`src/rtl/serial_link_pkg.sv`:
```
// serial_link_pkg -- constants and FSM encoding shared by the serial link
// transmitter and receiver.
//   DEFAULT_SIZE / DEFAULT_GAP : default word width and inter-frame idle cycles
//   START_LEN / PARITY_LEN     : fixed frame overhead in cycles
//   state_t                    : transmitter FSM encoding
//   frame_len()                : cycles from one start marker to the next when
//                                frames run back-to-back
// Optional feature macro: SERIAL_TX_PARITY_EN (adds the even-parity bit).
package serial_link_pkg;

    localparam int DEFAULT_SIZE = 8;
    localparam int DEFAULT_GAP  = 1;
    localparam int START_LEN    = 1;

`ifdef SERIAL_TX_PARITY_EN
    localparam int PARITY_LEN = 1;

    typedef enum logic [2:0] {
        ST_IDLE   = 3'd0,
        ST_START  = 3'd1,
        ST_DATA   = 3'd2,
        ST_PARITY = 3'd3,
        ST_GAP    = 3'd4
    } state_t;
`else
    localparam int PARITY_LEN = 0;

    typedef enum logic [2:0] {
        ST_IDLE  = 3'd0,
        ST_START = 3'd1,
        ST_DATA  = 3'd2,
        ST_GAP   = 3'd4
    } state_t;
`endif

    function automatic int frame_len(input int size, input int gap);
        return START_LEN + size + PARITY_LEN + gap;
    endfunction

endpackage

```
`src/rtl/serial_tx_hold.sv`:
```
// serial_tx_hold -- one-entry holding buffer in front of the transmitter.
//   clock     : rising-edge clock
//   reset     : asynchronous active-low reset, empties the buffer
//   load_data : word captured when load is accepted
//   load      : load request; accepted only while the buffer is empty
//   drain     : buffer content has been taken by the shifter, mark empty
//   full      : buffer holds a word
//   data      : buffered word
module serial_tx_hold
    import serial_link_pkg::*;
#(
    parameter int size = DEFAULT_SIZE
) (
    input  logic            clock,
    input  logic            reset,
    input  logic [size-1:0] load_data,
    input  logic            load,
    input  logic            drain,
    output logic            full,
    output logic [size-1:0] data
);

    // Load is only honoured when empty and drain only happens when full,
    // so the two never collide.
    always_ff @(posedge clock or negedge reset) begin
        if (!reset) begin
            full <= 1'b0;
            data <= '0;
        end else if (load && !full) begin
            full <= 1'b1;
            data <= load_data;
        end else if (drain) begin
            full <= 1'b0;
        end
    end

endmodule

```
`src/rtl/serial_tx.sv`:
```
// serial_tx -- parallel-to-serial frame transmitter.
// Frame: one start cycle (valid=1, data_out=1), size data bits LSB first,
// optional even-parity bit, then gap idle cycles before the next frame.
//   clock    : rising-edge clock
//   reset    : asynchronous active-low reset
//   tx_data  : parallel word to transmit
//   tx_load  : load request, accepted when tx_ready is high at a rising edge
//   tx_ready : holding buffer empty
//   valid    : frame-start marker, one cycle per frame
//   data_out : serial line
//   busy     : FSM not idle
// Optional feature macro: SERIAL_TX_PARITY_EN (adds the PARITY state).
//
// state     | meaning
// ----------+-----------------------------------------------------
// ST_IDLE   | line low, waiting for a buffered word
// ST_START  | start marker: valid=1, data_out=1, one cycle
// ST_DATA   | size cycles, shift register LSB on the line
// ST_PARITY | one cycle, even parity of the data bits (macro only)
// ST_GAP    | gap cycles of forced idle between frames
module serial_tx
    import serial_link_pkg::*;
#(
    parameter int size = DEFAULT_SIZE,
    parameter int gap  = DEFAULT_GAP
) (
    input  logic            clock,
    input  logic            reset,
    input  logic [size-1:0] tx_data,
    input  logic            tx_load,
    output logic            tx_ready,
    output logic            valid,
    output logic            data_out,
    output logic            busy
);

    localparam int         CNT_W    = $clog2(size);
    localparam logic [3:0] GAP_LOAD = (gap > 0) ? 4'(gap - 1) : 4'd0;

    state_t            state;
    state_t            state_next;
    state_t            after_frame;
    logic              buf_full;
    logic [size-1:0]   buf_data;
    logic              drain;
    logic [size-1:0]   shift_reg;
    logic [CNT_W-1:0]  bit_cnt;
    logic              bit_last;
    logic [3:0]        gap_cnt;
`ifdef SERIAL_TX_PARITY_EN
    logic              parity_bit;
`endif

    serial_tx_hold #(
        .size (size)
    ) u_hold (
        .clock     (clock),
        .reset     (reset),
        .load_data (tx_data),
        .load      (tx_load),
        .drain     (drain),
        .full      (buf_full),
        .data      (buf_data)
    );

    assign tx_ready = ~buf_full;
    assign bit_last = (bit_cnt == CNT_W'(size - 1));

    // The buffer hands its word to the shifter on every entry into START,
    // which is what lets the next word be accepted during the frame.
    assign drain = (state_next == ST_START);

    always_ff @(posedge clock or negedge reset) begin
        if (!reset) begin
            state <= ST_IDLE;
        end else begin
            state <= state_next;
        end
    end

    // Where the frame goes once the last data/parity bit is out.
    always_comb begin
        if (gap > 0) begin
            after_frame = ST_GAP;
        end else if (buf_full) begin
            after_frame = ST_START;
        end else begin
            after_frame = ST_IDLE;
        end
    end

    always_comb begin
        state_next = state;
        case (state)
            ST_IDLE: begin
                if (buf_full) begin
                    state_next = ST_START;
                end
            end
            ST_START: begin
                state_next = ST_DATA;
            end
            ST_DATA: begin
                if (bit_last) begin
`ifdef SERIAL_TX_PARITY_EN
                    state_next = ST_PARITY;
`else
                    state_next = after_frame;
`endif
                end
            end
`ifdef SERIAL_TX_PARITY_EN
            ST_PARITY: begin
                state_next = after_frame;
            end
`endif
            ST_GAP: begin
                if (gap_cnt == 4'd0) begin
                    state_next = buf_full ? ST_START : ST_IDLE;
                end
            end
            default: begin
                state_next = ST_IDLE;
            end
        endcase
    end

    always_comb begin
        valid    = 1'b0;
        data_out = 1'b0;
        busy     = (state != ST_IDLE);
        case (state)
            ST_START: begin
                valid    = 1'b1;
                data_out = 1'b1;
            end
            ST_DATA: begin
                data_out = shift_reg[0];
            end
`ifdef SERIAL_TX_PARITY_EN
            ST_PARITY: begin
                data_out = parity_bit;
            end
`endif
            default: begin
            end
        endcase
    end

    always_ff @(posedge clock or negedge reset) begin
        if (!reset) begin
            shift_reg <= '0;
            bit_cnt   <= '0;
            gap_cnt   <= 4'd0;
`ifdef SERIAL_TX_PARITY_EN
            parity_bit <= 1'b0;
`endif
        end else begin
            if (drain) begin
                shift_reg <= buf_data;
                bit_cnt   <= '0;
`ifdef SERIAL_TX_PARITY_EN
                parity_bit <= ^buf_data;
`endif
            end else if (state == ST_DATA) begin
                shift_reg <= shift_reg >> 1;
                bit_cnt   <= bit_last ? '0 : bit_cnt + CNT_W'(1);
            end

            // Down-counter: loaded with gap-1 on entry, GAP exits at zero.
            if (state_next == ST_GAP && state != ST_GAP) begin
                gap_cnt <= GAP_LOAD;
            end else if (state == ST_GAP && gap_cnt != 4'd0) begin
                gap_cnt <= gap_cnt - 4'd1;
            end
        end
    end

endmodule

```
`config.mk`:
```
export PLATFORM = sky130hd
export DESIGN_NAME = serial_tx
export DESIGN_NICKNAME = d
export VERILOG_FILES = /design/src/rtl/serial_link_pkg.sv /design/src/rtl/serial_tx_hold.sv /design/src/rtl/serial_tx.sv
export SDC_FILE = /design/constraint.sdc
export NUM_CORES = 1
export LEC_CHECK = 0
export BUFFER_PORTS_ARGS = -buffer_cell sky130_fd_sc_hd__buf_2
export CAP_MARGIN = 20
export CORE_AREA = 2 2 76 78
export DETAILED_ROUTE_END_ITERATION = 10
export DIE_AREA = 0 0 78 80
export GPL_TIMING_DRIVEN = 0
export SYNTH_ARGS = -nofsm -noshare
export SYNTH_HDL_FRONTEND = slang
export SYNTH_HIERARCHICAL = 1
export SYNTH_SLANG_ARGS = --single-unit
```
`constraint.sdc`:
```
create_clock -name clock -period 2.53 [get_ports clock]
set_clock_uncertainty 0.05 [all_clocks]
set_input_delay 0.3795 -clock clock [delete_from_list [all_inputs] [get_ports clock]]
set_output_delay 0.3795 -clock clock [all_outputs]
set_load 0.005 [all_outputs]
```
==> results_dict.tcl, run 1 <==
set metrics [dict create \
    grt_max_degree 28 \
    synth_nets 118 \
    ant_nets 0 \
    switching_share 0.302 \
    die_h_um 80 \
    p_sw_mw 0.519 \
    rsz0062_at_grt "no" \
    r2r_cells 5 \
    drt-wirelength-per-cell_um 11.7 \
    crit_path_start_kind "register" \
    yosysWarnings 6 \
    r2r-end "shift_reg[2]" \
    dieWidth_um 78 \
    outcome "finished, final reports clean" \
    power.density_nw_per_um2 1100 \
    crit_arrival_ps 1990 \
    r2r_setup_slack_ps 650 \
    pre_cts_ws_ps 639 \
    first_global_vias 858 \
    grt_pass1_wl_mm 3.95 \
    num_rows 27 \
    overflow 0 \
    io_pins 15 \
    max_freq_ghz 0.531 \
    crit_start "gap_cnt[0]" \
    n_antenna_cell 0 \
    drc 0 \
    vias 796 \
    via_per_inst 4.12 \
    cts_resized 0 \
    cts-htree-levels 1 \
    tritoncts "yes" \
    numCtsBuffers 3 \
    synth_area_sq_um 1350 \
    avgSynthCellArea_sq_um 13.1 \
    finalMaxSlewViolations 0 \
    max-cap-violations 0 \
    fin_nets 137 \
    dp_cells 189 \
    power_frac_clock 0.143 \
    min_path_type "input pin to async pin" \
    reg2reg_from "gap_cnt[0]" \
    ir_worst_vdd_mv 0.572 \
    p_int_mw 1.20 \
    post_cts_buffers 0 \
    drt-pass1-iter-count 3 \
    cp_max_fo 9 \
    required_ps 2640 \
    core_sq_um 5410 \
    port_buffers 14 \
    dieArea_sq_um 6240 \
    fillers 591 \
    root_buffer "clkbuf_8" \
    synth_cell_types 28 \
    leakagePower_nw 0.742 \
    drt-initial-drc-count 13 \
    crit_path_max_incr_delay_ps 490 \
    path_cells "inv_1 -> ha_1 -> nor3b_1 -> o21ai_2 -> mux2_2" \
    cts.sinks 27 \
    crit_family "compound AO/OA/AOI/OAI gates" \
    place_hpwl_mm 1.60 \
    syn_to_final_growth_pct 15.3 \
    setup-violations-final 0 \
    pwr-share-seq 0.419 \
    utilization 0.288 \
    setup_slack_ps 647 \
    p_comb_frac 0.438 \
    layout-drive-gt1-share 0.413 \
    maxSlewHeadroom 0.597 \
    antenna_found_initial 0 \
    layout_min_cycle_time_ps 1880 \
    critPathSlowestCell "o21ai_2" \
    gp_congestion 0.725 \
    tightest_slew_ps 604 \
    whs_ps 47.5 \
    yosysSeqAreaShare 0.500 \
    path_clk_slew_ps 100 \
    period_share 0.744 \
    grt.total_usage 0.0801 \
    synth_cells 103 \
    end_kind "register" \
    ys_ff_latch 27 \
    start_util 0.250 \
    hold_viol_final 0 \
    setup.worst_path.class "register to register" \
    clkLatencyLatePin_ps 270 \
    hold_buffers 0 \
    wl_mm 2.27 \
    cts.path.max_buffers 2 \
    critPathBufInv 1 \
    finalSetupTns_ps 0 \
    final_cell_count_no_fill 193 \
]
[worst max path at each step]
| stage | slack [ps] | endpoint | cells after the start |
|---|---|---|---|
| 2_1_floorplan | 840 | shift_reg[3] | 4 |
| 3_3_place_gp | 680 | shift_reg[1] | 5 |
| 3_5_place_dp | 640 | shift_reg[2] | 5 |
| 4_1_cts | 610 | shift_reg[2] | 5 |
| 5_1_grt | 550 | shift_reg[2] | 5 |
| 6_report | 650 | shift_reg[2] | 5 |
[logic make-up (layout without fill, tap and decap cells)]
kind of cell	Yosys count	in the layout	synth area share
AO/OA/AOI/OAI	15	15	0.0704
flip-flops	27	27	0.500
multiplexers	23	23	0.235
buffers and inverters	8	26	0.0334
adder cells (fa/ha/maj)	4	4	0.0371
AND/OR/NAND/NOR	26	26	0.123
[routing by layer]
layer,vias up,global-route usage,routed length [um]
li1,399,-,-
met3,2,0.0238,65
met4,0,0.0158,20
met5,-,0,0
met1,385,0.105,1110
met2,10,0.132,1070
[placed cells by master, fill, tap and decap left out, drive strengths merged, types with 2 or more instances in the layout]
cell    count
ha          4
inv         6
nand2       9
or3b        3
dfrtp      27
nand3       2
buf        16
o21ai       3
mux2       22
a21oi       6
o211ai      2
nor3b       5
or3         3
clkbuf      3
[cell usage after synthesis, drive strengths merged]
library cell | n | area share
dfrtp | 27 | 0.50
mux2 | 22 | 0.23
nand2 | 9 | 0.025
a21oi | 6 | 0.022
inv | 6 | 0.017
nor3b | 5 | 0.032
ha | 4 | 0.037
o21ai | 3 | 0.014
or3 | 3 | 0.015
or3b | 3 | 0.021
buf | 2 | 0.017
nand3 | 2 | 0.0074
o211ai | 2 | 0.011
a21o | 1 | 0.0056
a311oi | 1 | 0.0065
and2 | 1 | 0.0046
mux2i | 1 | 0.0074
nor2 | 1 | 0.0028
nor2b | 1 | 0.0065
o21bai | 1 | 0.0056
o31ai | 1 | 0.0056
or4bb | 1 | 0.0093
[metrics by stage]
step / total power [mW] / cell area (sq um)
2_1_floorplan: 1.33 / 1350
3_3_place_gp: 1.48 / 1510
3_5_place_dp: 1.49 / 1510
4_1_cts: 1.75 / 1560
5_1_grt: 1.84 / 1560
6_report: 1.72 / 1560
[power by group through the flow]
stage | Sequential, mW | Clock [mW] | Combinational [mW]
finish | 0.720 | 0.246 | 0.752
global route | 0.749 | 0.275 | 0.819
CTS | 0.722 | 0.255 | 0.768
detailed placement | 0.730 | 0 | 0.762
global placement | 0.725 | 0 | 0.750
floorplan | 0.697 | 0 | 0.630
[area by class of cell]
type,instances,area [sq um],share of cell area
Sequential cell,27,676,0.434
Multi-Input combinational cell,68,629,0.404
Tap cell,72,90.1,0.0579
Timing Repair Buffer,14,70.1,0.0450
Clock buffer,3,41.3,0.0265
Buffer,2,22.5,0.0145
Inverter,6,22.5,0.0145
Clock inverter,1,5.00,0.00322
[worst reg2reg max path, delay by kind of cell (launching register included)]
family | cells | cell delay, ps
AO/OA/AOI/OAI | 1 | 490
adder cells (fa/ha/maj) | 1 | 200
buffers and inverters | 1 | 80
flip-flops | 1 | 370
multiplexers | 1 | 410
AND/OR/NAND/NOR | 1 | 170
Power figures use the tool's default switching activity.
==> inputs of run 2 (changes only) <==
- clock period: 2.53 -> 1.77 ns (I/O delays scaled with it)
==> run 2 against run 1 <==
Die area stayed put. Count of clock-buffer cells in the layout stayed put. Core utilization is 1.3 points higher. Total power is 50% higher. Sequential cell count stayed put. Register-to-register slack worse by 640 ps. Combinational power is 57% higher. First-iteration DRC count is 38% higher. Final area is 4.5% higher. Hold slack better by 120 ps. Critical endpoint is now shift_reg[5].
==> results_dict.tcl, run 2 (synthesized netlist as in run 1, its figures left out) <==
set metrics [dict create \
    path_common_cell "mux2_4" \
    p_comb_frac 0.460 \
    crit_path_max_incr_delay_ps 470 \
    dieArea_sq_um 6240 \
    placed_area_sq_um 1510 \
    syn_to_final_growth_pct 20.5 \
    grt_max_degree 28 \
    cp_max_fo 10 \
    setup.worst_path.class "register to register" \
    tritoncts "yes" \
    layout_commonest_cell "dfrtp_1" \
    grt.total_usage 0.0825 \
    final_cell_mix "dfrtp_1, mux2_4, buf_2" \
    switching_share 0.300 \
    cts-htree-levels 1 \
    clkLatencyLatePin_ps 270 \
    finalSetupTns_ps 0 \
    drt-initial-drc-count 18 \
    drt-pass1-iter-count 3 \
    p_int_mw 1.80 \
    numCtsBuffers 3 \
    path_clk_slew_ps 90 \
    layout-drive-gt1-share 0.452 \
    crit_arrival_ps 1870 \
    path_cells "or3b_4 -> buf_6 -> mux2_4 -> mux2_4" \
    power.density_nw_per_um2 1580 \
    die_h_um 80 \
    final_cell_count_no_fill 196 \
    drt-wirelength-per-cell_um 12.0 \
    core_sq_um 5410 \
    fin_nets 140 \
    end_kind "register" \
    hold_viol_final 0 \
    maxSlewHeadroom 0.603 \
    wl_mm 2.35 \
    dieWidth_um 78 \
    design_area_sq_um 1630 \
    finalMaxSlewViolations 0 \
    power_frac_clock 0.135 \
    grt_pass1_wl_mm 4.07 \
    min_path_type "input pin to register" \
    n_antenna_cell 0 \
    io_pins 15 \
    p_total_mw 2.57 \
    ir_worst_vdd_mv 0.813 \
    overflow 0 \
    rsz0062_at_grt "yes" \
    antenna_found_initial 0 \
    tightest_slew_ps 596 \
    max_freq_ghz 0.569 \
    critPathSlowestCell "dfrtp_2" \
    cts.sinks 27 \
    cts.path.max_buffers 2 \
    fillers 594 \
    leakagePower_nw 0.764 \
    pwr-share-seq 0.405 \
    layout_min_cycle_time_ps 1760 \
    vias 813 \
    first_global_vias 888 \
    outcome "finished, final reports clean" \
    root_buffer "clkbuf_8" \
    gp_congestion 0.725 \
    ant_nets 0 \
    crit_path_start_kind "register" \
    dp_cells 189 \
    drc 0 \
    period_share 0.993 \
    num_rows 27 \
    p_sw_mw 0.770 \
    port_buffers 14 \
    required_ps 1880 \
    start_util 0.250 \
    place_hpwl_mm 1.60 \
    max-cap-violations 0 \
    via_per_inst 4.15 \
    setup-violations-final 0 \
]
[run 2: changes by cell type in the layout (fill, tap and decap cells not counted), sizes merged]
cell,before,now
buf,16,18
dlygate4sd3,0,1
[run 2: layout make-up]
cell class                 instances  area (sq um)  area share
sequential                        27           678       0.417
multi-input combinational         68           659       0.405
timing repair buffer              17           108      0.0662
tap                               72          90.1      0.0554
clock buffer                       3          41.3      0.0254
buffer                             2          22.5      0.0138
inverter                           6          22.5      0.0138
clock inverter                     1          5.00     0.00308
[run 2: repair_timing]
| action | in CTS | in global routing |
|---|---|---|
| endpoints found under the setup margin | 13 | 9 |
| gates resized for setup | 5 | 3 |
| pin swaps | 0 | 2 |
| setup buffers | 0 | 2 |
| hold endpoints to repair | 27 | 0 |
| hold buffers | 1 | 0 |
[run 2: worst paths after layout]
path,to,depth (start not counted),from,slack (ps)
max reg2reg,shift_reg[5],4,state[2],10
min in group asynchronous,state[2],2,reset,480
max in group asynchronous,state[0],2,reset,770
max,shift_reg[5],4,state[2],10
min reg2reg,shift_reg[6],1,u_hold/data[6],460
min,u_hold/data[5],2,tx_data[5],170
[run 2: metal layers]
layer / wire length [um] / GRT usage
met5: 0 / 0
met4: 20 / 0.0193
met2: 1130 / 0.136
met3: 72 / 0.0260
met1: 1140 / 0.105
[run 2: through the flow]
| step | util | setup WS (ps) | hold slack (ps) |
|---|---|---|---|
| after floorplan | - | 81.9 | -80.1 |
| after global placement | 0.279 | -76.8 | 269 |
| after detailed placement | 0.279 | -121 | 265 |
| after CTS | 0.293 | 0.328 | 162 |
| after global routing | 0.301 | -23.1 | 157 |
| final | 0.301 | 11.9 | 170 |
[run 2: critical path: cells and delay by family, from the launching register on]
family / cells / cell delay [ps]
simple gates: 1 / 420
mux: 2 / 550
flops: 1 / 470
buf+inv: 1 / 150
[run 2: power by group through the flow]
| stage | Combinational (mW) | Clock [mW] | Sequential, mW |
|---|---|---|---|
| 2_1_floorplan | 0.900 | 0 | 0.996 |
| 3_3_place_gp | 1.07 | 0 | 1.04 |
| 3_5_place_dp | 1.09 | 0 | 1.04 |
| 4_1_cts | 1.11 | 0.365 | 1.04 |
| 5_1_grt | 1.28 | 0.393 | 1.08 |
| 6_report | 1.18 | 0.347 | 1.04 |
==> inputs of run 3 (changes only) <==
- ABC_AREA: default -> 1
- GPL_ROUTABILITY_DRIVEN: default -> 0
==> run 3 against run 2 <==
Final area is 2.0% lower. Core utilization fell by 0.60 points. Global-route usage increased by 1.0 points. Synthesized cell count rose by 62%. Setup slack better by 130 ps. Routed wire length rose by 8.8%. Maximum frequency increased by 7.7%. Register-to-register slack improved by 260 ps. Non-clock buffer count fell by 1.
==> results_dict.tcl, run 3 <==
set metrics [dict create \
    required_ps 1450 \
    final_cell_count_no_fill 257 \
    end_kind "output pin" \
    layout-drive-gt1-share 0.173 \
    maxSlewHeadroom 0.590 \
    cp_max_fo 10 \
    r2r_setup_slack_ps 270 \
    clkLatencyLatePin_ps 270 \
    fillers 607 \
    ant_nets 0 \
    synth_cell_types 18 \
    outcome "finished, final reports clean" \
    wl_mm 2.56 \
    synth_top_area_share 0.490 \
    fin_nets 201 \
    via_per_inst 4.23 \
    cts.path.max_buffers 2 \
    io_pins 15 \
    n_antenna_cell 0 \
    synthMostInstantiatedCell "nand2_1" \
    first_global_vias 1036 \
    drt-wirelength-per-cell_um 9.97 \
    grt_max_degree 28 \
    synth.area.top_cells "dfrtp_1, nand2_1, nand3_1, nand3b_1, ha_1" \
    synth_area_sq_um 1380 \
    synth_cells 167 \
    crit_start "state[2]" \
    tightest_slew_ps 615 \
    reg2reg_from "gap_cnt[0]" \
    leakagePower_nw 0.861 \
    numCtsBuffers 3 \
    tritoncts "yes" \
    yosysWarnings 6 \
    setup.worst_path.class "register to output pin" \
    synth_ff_type "dfrtp_1" \
    power.density_nw_per_um2 1520 \
    root_buffer "clkbuf_8" \
    ys_ff_latch 27 \
    r2r-end "u_hold/full" \
    final_cell_mix "nand2_1, dfrtp_1, nand3_1" \
    ir_worst_vdd_mv 0.437 \
    syn_to_final_growth_pct 15.7 \
    place_hpwl_mm 1.89 \
    rsz0062_at_grt "no" \
    cts-htree-levels 1 \
    num_rows 27 \
    dieWidth_um 78 \
    drt-pass1-iter-count 4 \
    yosysSeqAreaShare 0.490 \
    grt_pass1_wl_mm 4.60 \
    yosysTopAreaCell "dfrtp_1" \
    drt-initial-drc-count 57 \
    antenna_found_initial 0 \
    dp_cells 252 \
    finalMaxSlewViolations 0 \
    core_sq_um 5410 \
    path_clk_slew_ps 90 \
    endpoint "data_out" \
    drc 0 \
    setup-violations-final 0 \
    min_path_type "input pin to register" \
    avgSynthCellArea_sq_um 8.25 \
    vias 1088 \
    layout_min_cycle_time_ps 1630 \
    synth-edff-count 0 \
    die_h_um 80 \
    synth_nets 182 \
    max_freq_ghz 0.613 \
    grt.total_usage 0.0926 \
    crit_path_start_kind "register" \
    crit_arrival_ps 1320 \
    hold_viol_final 0 \
    post_cts_buffers 0 \
    period_share 0.922 \
    start_util 0.255 \
    port_buffers 13 \
    max-cap-violations 0 \
    r2r_cells 8 \
    finalSetupTns_ps 0 \
    netlist_top_cells_count "nand2_1, dfrtp_1, nand3_1, inv_1, nand3b_1" \
    dieArea_sq_um 6240 \
    async_flop_share 1.00 \
    cts.sinks 27 \
    layout_commonest_cell "nand2_1" \
    overflow 0 \
]
==> run 3: changes by cell type in the layout (fill, tap and decap cells not counted), moves of 4 or more <==
cell | previous run | this run
a21oi_1 | 6 | 0
inv_1 | 6 | 11
mux2_2 | 6 | 0
mux2_4 | 16 | 0
nand2_1 | 9 | 67
nand3_1 | 2 | 22
nand3b_1 | 0 | 7
nor2_1 | 1 | 5
o21ai_0 | 1 | 5
==> run 3: report_power, final <==
group	switching, mW	internal [mW]
clock network	0.197	0.158
registers	0.148	0.862
logic	0.626	0.435
==> run 3: cells by family after synthesis <==
kind of cell | Yosys count | synth area share
and+or+nand+nor | 110 | 0.371
DFF | 27 | 0.490
buffers and inverters | 20 | 0.0772
AOI/OAI and AO/OA | 5 | 0.0182
adders and majority gates | 4 | 0.0363
xor gates and xnor gates | 1 | 0.00636
==> run 3: worst min path at each step <==
| stage | from | endpoint | slack (ps) | cells after the start |
|---|---|---|---|---|
| finish | tx_data[5] | u_hold/data[5] | 160 | 3 |
| global route | tx_data[2] | u_hold/data[2] | 170 | 3 |
| CTS | tx_data[1] | u_hold/data[1] | 160 | 3 |
| detailed placement | reset | bit_cnt[0] | 280 | 1 |
| global placement | reset | gap_cnt[3] | 270 | 1 |
| floorplan | reset | bit_cnt[0] | -80 | 0 |
==> run 3: layout make-up <==
class,count,area (sq um),area share
multi-input cells,120,596,0.374
well taps,72,90.1,0.0565
repair buffers,14,75.1,0.0471
plain buffers,4,45.0,0.0283
clock buffers,3,41.3,0.0259
clock inverters,1,5.00,0.00314
flip-flops and latches,27,676,0.424
inverters,16,66.3,0.0416
==> run 3: timing repair <==
item | CTS | global route
endpoints found under the setup margin | 0 | 1
endpoints found under the hold margin | 27 | 0
hold buffers | 1 | 0
gates resized for setup | 0 | 2
==> run 3: through the flow <==
step / cell area, sq um / hold WS, ps / util / power, mW / worst slack, ps
final: 1590 / 162 / 0.295 / 2.43 / 138
after global routing: 1590 / 165 / 0.295 / 2.69 / 1.21
after CTS: 1590 / 155 / 0.294 / 2.46 / 65.5
after detailed placement: 1530 / 275 / 0.284 / 2.10 / 278
after global placement: 1530 / 270 / 0.284 / 2.07 / 293
after floorplan: 1380 / -80.1 / - / 1.82 / 417
==> run 3: layer usage <==
layer  wire (um)  global-route usage
met1        1310               0.121
met2        1120               0.150
met3          83              0.0192
met4          50              0.0368
met5           0                   0
==> run 3: critical path, stage by stage (launching register included) <==
cell      delay [ps]
dfrtp_1          440
inv_2             90
nand3_2          160
clkinv_4         130
nand2_1           60
nand2_1           60
buf_2            110
